$ cat src/rtl/updown_count_monitor.sv
// Samples a mod-2^WIDTH counter bus and classifies each step as hold, +1, -1 or jump.
// Locks onto the counting direction; flags reversals, wraps and jump errors.
module updown_count_monitor #(
    parameter int WIDTH  = 3,
    parameter int LOCK_N = 2,
    parameter int ERR_W  = 8
) (
    input  logic             clk,
    input  logic             reset,
    input  logic             sample_en,
    input  logic [WIDTH-1:0] cnt_in,
    input  logic             clr_err,
    output logic             locked,
    output logic             dir_up,
    output logic [WIDTH-1:0] last_val,
    output logic             err_pulse,
    output logic             dir_chg_pulse,
    output logic             wrap_pulse,
    output logic [ERR_W-1:0] err_cnt
);

    localparam int RW = $clog2(LOCK_N + 1);

    localparam logic [1:0] S_NOREF  = 2'd0;
    localparam logic [1:0] S_ACQ    = 2'd1;
    localparam logic [1:0] S_LOCKED = 2'd2;

    localparam logic [WIDTH-1:0] ALL1     = '1;
    localparam logic [ERR_W-1:0] ERR_MAX  = '1;
    localparam logic [RW-1:0]    LOCK_RUN = RW'(LOCK_N);

    logic [1:0]       state;
    logic [RW-1:0]    run;
    logic             cand_up;

    logic [WIDTH-1:0] delta;
    logic             is_hold;
    logic             is_up;
    logic             is_dn;
    logic             is_jump;
    logic             wrapped;
    logic [RW-1:0]    run_nx;
    logic             err_inc;

    assign delta   = cnt_in - last_val;
    assign is_hold = (delta == '0);
    assign is_up   = (delta == WIDTH'(1));
    assign is_dn   = !is_up && (delta == ALL1);
    assign is_jump = !is_hold && !is_up && !is_dn;
    assign wrapped = (is_up && last_val == ALL1) ||
                     (is_dn && last_val == '0);

    // A reversal during acquisition restarts the run at one step.
    assign run_nx  = (run == '0 || is_up == cand_up) ? run + 1'b1 : RW'(1);

    assign err_inc = sample_en && (state != S_NOREF) && is_jump;

    always_ff @(posedge clk) begin
        if (reset) begin
            state         <= S_NOREF;
            run           <= '0;
            cand_up       <= 1'b0;
            locked        <= 1'b0;
            dir_up        <= 1'b0;
            last_val      <= '0;
            err_pulse     <= 1'b0;
            dir_chg_pulse <= 1'b0;
            wrap_pulse    <= 1'b0;
            err_cnt       <= '0;
        end else begin
            err_pulse     <= err_inc;
            dir_chg_pulse <= 1'b0;
            wrap_pulse    <= 1'b0;

            if (err_inc) begin
                if (clr_err)
                    err_cnt <= ERR_W'(1);
                else if (err_cnt != ERR_MAX)
                    err_cnt <= err_cnt + 1'b1;
            end else if (clr_err) begin
                err_cnt <= '0;
            end

            if (sample_en) begin
                last_val <= cnt_in;
                case (state)
                    S_NOREF: begin
                        state <= S_ACQ;
                        run   <= '0;
                    end
                    S_ACQ: begin
                        if (is_jump) begin
                            run <= '0;
                        end else if (!is_hold) begin
                            cand_up <= is_up;
                            if (run_nx >= LOCK_RUN) begin
                                state  <= S_LOCKED;
                                locked <= 1'b1;
                                dir_up <= is_up;
                                run    <= '0;
                            end else begin
                                run <= run_nx;
                            end
                        end
                    end
                    S_LOCKED: begin
                        if (is_jump) begin
                            state  <= S_ACQ;
                            locked <= 1'b0;
                            run    <= '0;
                        end else if (!is_hold) begin
                            wrap_pulse <= wrapped;
                            if (is_up != dir_up) begin
                                dir_chg_pulse <= 1'b1;
                                dir_up        <= is_up;
                            end
                        end
                    end
                    default: begin
                        state  <= S_NOREF;
                        locked <= 1'b0;
                        run    <= '0;
                    end
                endcase
            end
        end
    end

endmodule

$ cat config.mk
export PLATFORM = sky130hd
export DESIGN_NAME = updown_count_monitor
export DESIGN_NICKNAME = d
export VERILOG_FILES = /design/src/rtl/updown_count_monitor.sv
export SDC_FILE = /design/constraint.sdc
export NUM_CORES = 1
export LEC_CHECK = 0
export CORE_MARGIN = 3
export CORE_UTILIZATION = 35
export DETAILED_ROUTE_END_ITERATION = 12
export SKIP_CTS_REPAIR_TIMING = 1
export SYNTH_ARGS = -nofsm -noshare
export SYNTH_HDL_FRONTEND = slang
export SYNTH_SLANG_ARGS = --single-unit
$ cat constraint.sdc
create_clock -name clk -period 3 [get_ports clk]
set_clock_uncertainty 0.1 [all_clocks]
set_input_delay 0.6 -clock clk [delete_from_list [all_inputs] [get_ports clk]]
set_output_delay 0.6 -clock clk [all_outputs]
set_load 0.05 [all_outputs]
# After elaboration in Yosys (flattened, before gate mapping)
# Index checks and enable logic that the tools add are counted.
# totals
regBits	21
elab_cells	90
input_bits	7
output_inout_bits	16
# classes
mux	28
reduce_logical	27
n_lt_le_gt_ge	1
eq_ne	16
add_sub_neg	3
n_bitwise	5
# ops
op	count
$mux 8	4
$mux 2	9
$ne 2x2->1 const B	7
$mux 1	11
$add 8x1->8 const B	1
$ne 8x8->1 const B	1
$reduce_and 8->1	1
$reduce_bool 2->1	4
$logic_and 1x1->1	7
$eq 3x3->1 const B	2
$logic_not 3->1	2
$pmux 2 s3	1
$reduce_and 6->1	1
$not 1->1	5
$reduce_and 5->1	1
$reduce_or 5->1	1
$logic_not 2->1	2
$pmux 2 s2	1
$reduce_and 4->1	1
$eq 3x1->1 const B	1
$logic_not 1->1	3
$ne 3x3->1 const B	1
$pmux 1 s3	1
$reduce_and 3->1	1
10 further kinds	11

# Logic depth before layout (Yosys ltp)
# Gate-level depths: netlist (run 1).
# logic_depth
word_depth	10
ltp_mapped	9

# Worst setup path after synthesis (run 1)
# No wires, ideal clock.
# synth_timing
path_kind	input to register
from	in cnt_in[0]
to	reg err_cnt[7]
stages	9
arrival_time_ns	2.703
setup_time_ns	0.070
n_path_buf	1
slack_ns	0.127
path_cell_list	inv_1 -> ha_1 -> fa_1 -> clkbuf_1 -> nor2_1 -> mux2i_4 -> nand2_2 -> or4_1 -> a21oi_1
# synth_between
elab_chain_cells	9
# synth_lines
item	line_no	rtl
start, declared	11	input logic [WIDTH-1:0] cnt_in,
$sub 3x3->3 *	45	assign delta = cnt_in - last_val;
$eq 3x1->1	47	assign is_up = (delta == WIDTH'(1));
$logic_not 1->1	48, 49	
$logic_and 1x1->1	48	assign is_dn = !is_up && (delta == ALL1);
$logic_not 1->1	49	assign is_jump = !is_hold && !is_up && !is_dn;
$logic_and 1x1->1 *	49	
$logic_and 1x1->1 *	56	assign err_inc = sample_en && (state != S_NOREF) && is_jump;
$reduce_bool 2->1 (no line)	n/a	
$reduce_and 2->1 (no line)	n/a	
end signal, assigned	79	err_cnt <= err_cnt + 1'b1;
end, declared	19	output logic [ERR_W-1:0] err_cnt
# Every way passes the cells marked *; elsewhere a longest branch is shown, timed or not.
# A chain may end at the register's enable or synchronous reset.

# Worst setup path after layout (run 1)
# Same ends and word-level chain as after synthesis.

==> impl_results.md, run 1 <==
- Status: finished, final reports clean
- Routed wire per std cell: 12.8 um
- H-tree lvl count: 1
- Cell variety after synth: 44
- Crit-path max cell delay: 0.50 ns
- Total CTS buffers: 3
- Core Footprint: 3080 um2
- Max Cap Viol: 0
- Synth Cell Area: 1140 um2
- Final Power: 0.000582 W
- Row count: 20
- Port buffer count: 22
- Synth cell count leaders: 21 x dfxtp_1, 13 x nor2_1, 11 x nand2_1
- Max-slew violation count: 0
- TritonCTS clock tree: yes
- Met2 Usage GRT: 26.0%
- Dpl hpwl: 2120 um
- Avg Cell Area, Syn: 8.55 um2
- Final min period: 2.87 ns
- Fin crit share: 95.5%
- Worst-path clk slew: 0.12 ns
- Final setup viols: 0
- Remaining global-route overflow: 0
- Antenna cells: 0
- R2R Path Start: last_val[0]
- Worst Hold Class: reg -> reg
- Clk buf depth: 2
- RSZ-0062 raised after global routing: no
- Most frequent cell after synthesis: dfxtp_1
- Critical Path AT: between 3 and 4 ns
- Setup CP Type: in -> reg
- Startpoint Class: input port
- Yosys reg bits: 21
- Met1 Track Usage GR: 17.7%
- Clock root buffer: clkbuf_4
- WHS Endpoint: run[1]
- Die area: 3970 um2
- Routed via count: 1096
- Post-synthesis sequential area ratio: 37.0%
- Post-Syn Instances: 133
- Max Fclk: around 350 MHz
- Hold path startpoint: run[1]
- Buffers plus inverters on the worst setup path: 2
- DP Worst Slack: -0.242 ns
- Antenna violations before repair: 0
- Post-route ant nets: 0
- Worst-Margin Slew: about 0.51 ns
- Overall Global Routing Usage: 15.2%
- First-pass GRT wire length: approximately 4900 um
- Die Span Y: between 60 and 70 um
- Min-Delay Path Depth: 1
- Busiest layer in global routing: met2
- Largest area contributor in the netlist: dfxtp_1
- VDD IR max: 0.174 mV
- Design area: about 1500 um2
- Worst hold margin: 0.392 ns
- Critical path's slowest cell: or4_1
- Top cells by area, synth: dfxtp_1 37%, a21oi_1 4.4%, nor2_1 4.3%
- Main synth FF type: dfxtp_1
- Vias in the first global route: 1119
- Critical-path cell list: clkdlybuf4s50_1, inv_1, ha_1, fa_2, xnor3_2, mux2i_4, nand2_2, or4_1, a21oi_1
- Placed cell areas: between 1500 and 2000 um2
- Max FO, Critical Path: 5
- Largest net degree at the start of global routing: 13
- Worst Reg-to-Reg Cells: 7
- Final net count: between 150 and 200
- Final cell count without fillers: 214
- Initial core utilization: 37.0%
- Routed Wire Length: 2740 um
- EDFF count, synth: 0
- Layout cell share with drive strength beyond 1: 16.5%
- Top-area cell type share of the netlist area: 37.0%
- DRC: 0
- GP Congestion: 0.699
- Synthesis warning total: 0
- Reg2Reg Setup Slack: 0.58 ns
- Die width: between 60 and 70 um
- Cell Pwr Density: 377 nW/um2
- Clk sinks: 21
- Total leakage power: 0.575 nW
- Met3 Usage GRT: roughly 4.3%
- Post-synth ARST share: 0%
- Max-slew headroom: 65.8%
- Total I/O pin count: 23
- Drt via density: between 5 and 6
- Final Hold Vio Count: 0
- Synth-to-layout area growth: 35.8%
- Endpoint type of the worst setup path: register
- Syn Nets: 144
- Crit path max-delay family: simple AND/OR/NAND/NOR gates
- First drt pass iteration count: 4
- Final worst setup slack: ~0.13 ns
- Worst r2r dst: err_cnt[7]
- Clock Latency Late Sink: 0.30 ns
- CP required: 3.14 ns
- Post-Place Cells: about 210
- 1st-iter DRT viols: 38
## how the worst max path moves through the flow
stage | start | endpoint | slack [ns] | depth (start not counted)
floorplan | cnt_in[0] | err_cnt[7] | 0.13 | 9
global placement | cnt_in[0] | err_cnt[7] | -0.16 | 9
detailed placement | cnt_in[0] | err_cnt[7] | -0.24 | 9
CTS | cnt_in[0] | err_cnt[7] | 0.07 | 9
global route | cnt_in[0] | err_cnt[7] | 0.02 | 9
finish | cnt_in[0] | err_cnt[7] | 0.13 | 9
## sequential cells by signal (all words and copies together), names as in the netlist
name and cells:
dir_up 1, state 2, cand_up 1, run 2, err_pulse 1, wrap_pulse 1, err_cnt 8, last_val 3
dir_chg_pulse 1, locked 1
## area by class of cell
class                           instances  area [um2]
Fill cell                             318        1530
Multi-Input combinational cell        100         674
Sequential cell                        21         420
Timing Repair Buffer                   38         340
Tap cell                               44        55.1
Inverter                                7        26.3
Clock buffer                            3        22.5
Clock inverter                          1        5.00
## metrics by stage
step	utilization [%]	TNS [ns]
4_1_cts	49.8	0
2_1_floorplan	-	0
5_1_grt	50.2	0
3_3_place_gp	48.9	-0.525
3_5_place_dp	48.9	-1.31
6_report	50.2	0
## layer usage
metal / vias to the layer above / wire [um]
li1: 555 / -
met3: 4 / 77
met2: 21 / 1350
met4: 0 / 38
met1: 516 / 1270
met5: - / 0
## placed cells by master (no fill, tap or decap), drive strengths merged, types with 4 or more instances in the layout
cell / count
nand3: 4
xor2: 4
nand3b: 5
clkdlybuf4s50: 22
dfxtp: 21
buf: 16
mux2i: 4
o21ai: 7
nand4: 4
inv: 7
a21oi: 10
nor2: 13
nand2: 12
## where the power goes
group	internal [W]	leakage (nW)	switching [W]	total, W
combinational	0.0000760	0.387	0.0000784	0.000154
sequential	0.000285	0.170	0.00000743	0.000292
clock	0.0000497	0.0177	0.0000855	0.000135
## kinds of logic after synthesis
| group | after synthesis | share of synthesized area (%) |
|---|---|---|
| AO/OA/AOI/OAI | 31 | 17.5 |
| XOR/XNOR | 7 | 6.71 |
| adder cells (fa/ha/maj) | 4 | 5.06 |
| buffers and inverters | 12 | 3.96 |
| flip-flops | 21 | 37.0 |
| multiplexers | 4 | 4.62 |
| AND/OR/NAND/NOR | 54 | 25.2 |
No activity file was read; power rests on OpenSTA's default activity.
==> inputs of run 2 (changes only) <==
--- a/config.mk
+++ b/config.mk
@@ -8,6 +8,7 @@
 export CORE_MARGIN = 3
 export CORE_UTILIZATION = 35
 export DETAILED_ROUTE_END_ITERATION = 12
+export PLACE_DENSITY_LB_ADDON = 0.05
 export SKIP_CTS_REPAIR_TIMING = 1
 export SYNTH_ARGS = -nofsm -noshare
 export SYNTH_HDL_FRONTEND = slang
==> impl_results.md, run 2 (synthesis results as in run 1) <==
- Die width: 63.0 um (unchanged)
- Cell Pwr Density: 384 nW/um2 (+2.0%)
- Worst-Margin Slew: 0.511 ns (-0.000000775 ns)
- Multi-input logic area: 672 um2 (-0.37%)
- Critical-path cell list: clkdlybuf4s50_1, inv_1, ha_1, fa_1, xnor3_2, mux2i_4, nand2_2, or4_1, a21oi_1
- Remaining global-route overflow: 0 (unchanged)
- Overall Global Routing Usage: 13.8% (-1.4 points)
- TritonCTS clock tree: yes
- Max-slew headroom: 65.8% (unchanged)
- Antenna cells: 0 (unchanged)
- H-tree lvl count: 1 (unchanged)
- Register area: 420 um2 (unchanged)
- Final setup viols: 0 (unchanged)
- GP Congestion: 0.803 (+15%)
- Max Cap Viol: 0 (unchanged)
- Largest net degree at the start of global routing: 14 (+1)
- 1st-iter DRT viols: 56 (+47%)
- Drt via density: 5.14 (+0.29%)
- Fin crit share: 98.0% (+2.5 points)
- Routed wire per std cell: 12.5 um (-1.8%)
- Final min period: 2.94 ns (+0.0746 ns)
- Antenna violations before repair: 0 (unchanged)
- Die area: 3970 um2 (unchanged)
- Worst-path clk slew: 0.13 ns (about the same)
- Post-route ant nets: 0 (unchanged)
- First drt pass iteration count: 4 (unchanged)
- Crit path max-delay family: adder cells
- Final Hold Vio Count: 0 (unchanged)
- Placed cell areas: 1490 um2 (-1.0%)
- Commonest cells after routing, fill and taps aside: 22 x clkdlybuf4s50_1, 21 x dfxtp_1, 15 x buf_4, 13 x nor2_1, 11 x nand2_1
- Fillers: 313 (-1.6%)
- Buffers plus inverters on the worst setup path: 2 (unchanged)
- Total I/O pin count: 23 (unchanged)
- Max Fclk: 340 MHz (-2.5%)
- Total CTS buffers: 3 (unchanged)
- Status: finished, final reports clean
- Setup CP Type: in -> reg
- Port buffer count: 22 (unchanged)
- Critical Path AT: 3.09 ns (+0.08 ns)
- Worst hold margin: 0.382 ns (-0.0108 ns)
- Max reg flops: 8 (unchanged)
- Met2 wire length: 1140 um (-16%)
- Clk buf depth: 2 (unchanged)
- Uppermost layer routed: met4
- Critical path's slowest cell: or4_1
- Clk sinks: 21 (unchanged)
- VDD IR max: 0.165 mV (-5.1%)
- Startpoint Class: input port
- Dpl hpwl: 1980 um (-6.7%)
- Metal-1 WL: 1370 um (+7.3%)
- Regs by FF count: err_cnt: 8 flops, last_val: 3 flops
- Initial core utilization: 37.0% (unchanged)
- Met3 wire len: 131 um (+70%)
- Max FO, Critical Path: 6 (+1)
- First-pass GRT wire length: 4460 um (-8.4%)
- Most common cell after layout, fill and taps aside: clkdlybuf4s50_1
- Routed Wire Length: 2670 um (-2.3%)
- Endpoint type of the worst setup path: register
- Clock Latency Late Sink: 0.31 ns (about the same)
- Design area: 1530 um2 (-0.65%)
- Most flops, register: err_cnt
- Max-slew violation count: 0 (unchanged)
- DRC: 0 (unchanged)
- Routed via count: 1094 (-0.18%)
- Total leakage power: 0.572 nW (-0.40%)
- Crit-path max cell delay: 0.52 ns (+0.02 ns)
- Synth-to-layout area growth: 34.9%
- Clock root buffer: clkbuf_4
- Layout cell share with drive strength beyond 1: 15.4% (-1.1 points)
- Die Span Y: 63.0 um (unchanged)
- Core Footprint: 3080 um2 (unchanged)
- Final net count: 181 (-0.55%)
- Vias in the first global route: 986 (-12%)
- Row count: 20 (unchanged)
- Worst Hold Class: reg -> reg
- CP required: 3.15 ns (about the same)
[run 2: layer usage]
layer | up-vias | track usage (%)
met5 | - | 0
met4 | 0 | 4.96
met3 | 4 | 2.34
met2 | 37 | 20.7
met1 | 500 | 19.6
li1 | 553 | -
[run 2: cell type report]
cell class	count	share of cell area [%]
timing repair buffer	37	21.7
sequential	21	27.4
multi-input combinational	100	43.8
inverter	7	1.71
tap	44	3.59
clock inverter	1	0.326
clock buffer	3	1.47
[run 2: worst paths after layout]
kind                                   from          to  slack (ns)  cells past startpoint
worst max-delay path              cnt_in[0]  err_cnt[7]        0.06                      9
worst min-delay path                 run[1]      run[1]        0.38                      1
worst max register to register  last_val[0]  err_cnt[7]        0.49                      7
worst min register to register       run[1]      run[1]        0.38                      1
[run 2: per-stage QoR]
step / total power [W] / utilization (%) / worst slack (ns) / instances / TNS, ns
after floorplan: 0.000387 / - / 0.127 / 133 / 0
after global placement: 0.000444 / 48.5 / -0.183 / 207 / -0.711
after detailed placement: 0.000444 / 48.5 / -0.297 / 207 / -1.17
after CTS: 0.000586 / 49.3 / 0.0254 / 211 / 0
after global routing: 0.000620 / 49.8 / -0.00557 / 213 / -0.00557
final: 0.000589 / 49.8 / 0.0596 / 213 / 0
[run 2: power breakdown]
group          internal, W  switching [W]  leakage [nW]
combinational    0.0000776      0.0000772         0.384
sequential        0.000285     0.00000730         0.170
clock            0.0000498      0.0000927        0.0177
total             0.000412       0.000177         0.572
[run 2: worst register-to-register path, stage by stage (launching register included)]
cell	delay, ns
dfxtp_1	0.37
ha_1	0.21
fa_1	0.40
xnor3_2	0.29
mux2i_4	0.33
nand2_2	0.09
or4_1	0.52
a21oi_1	0.16
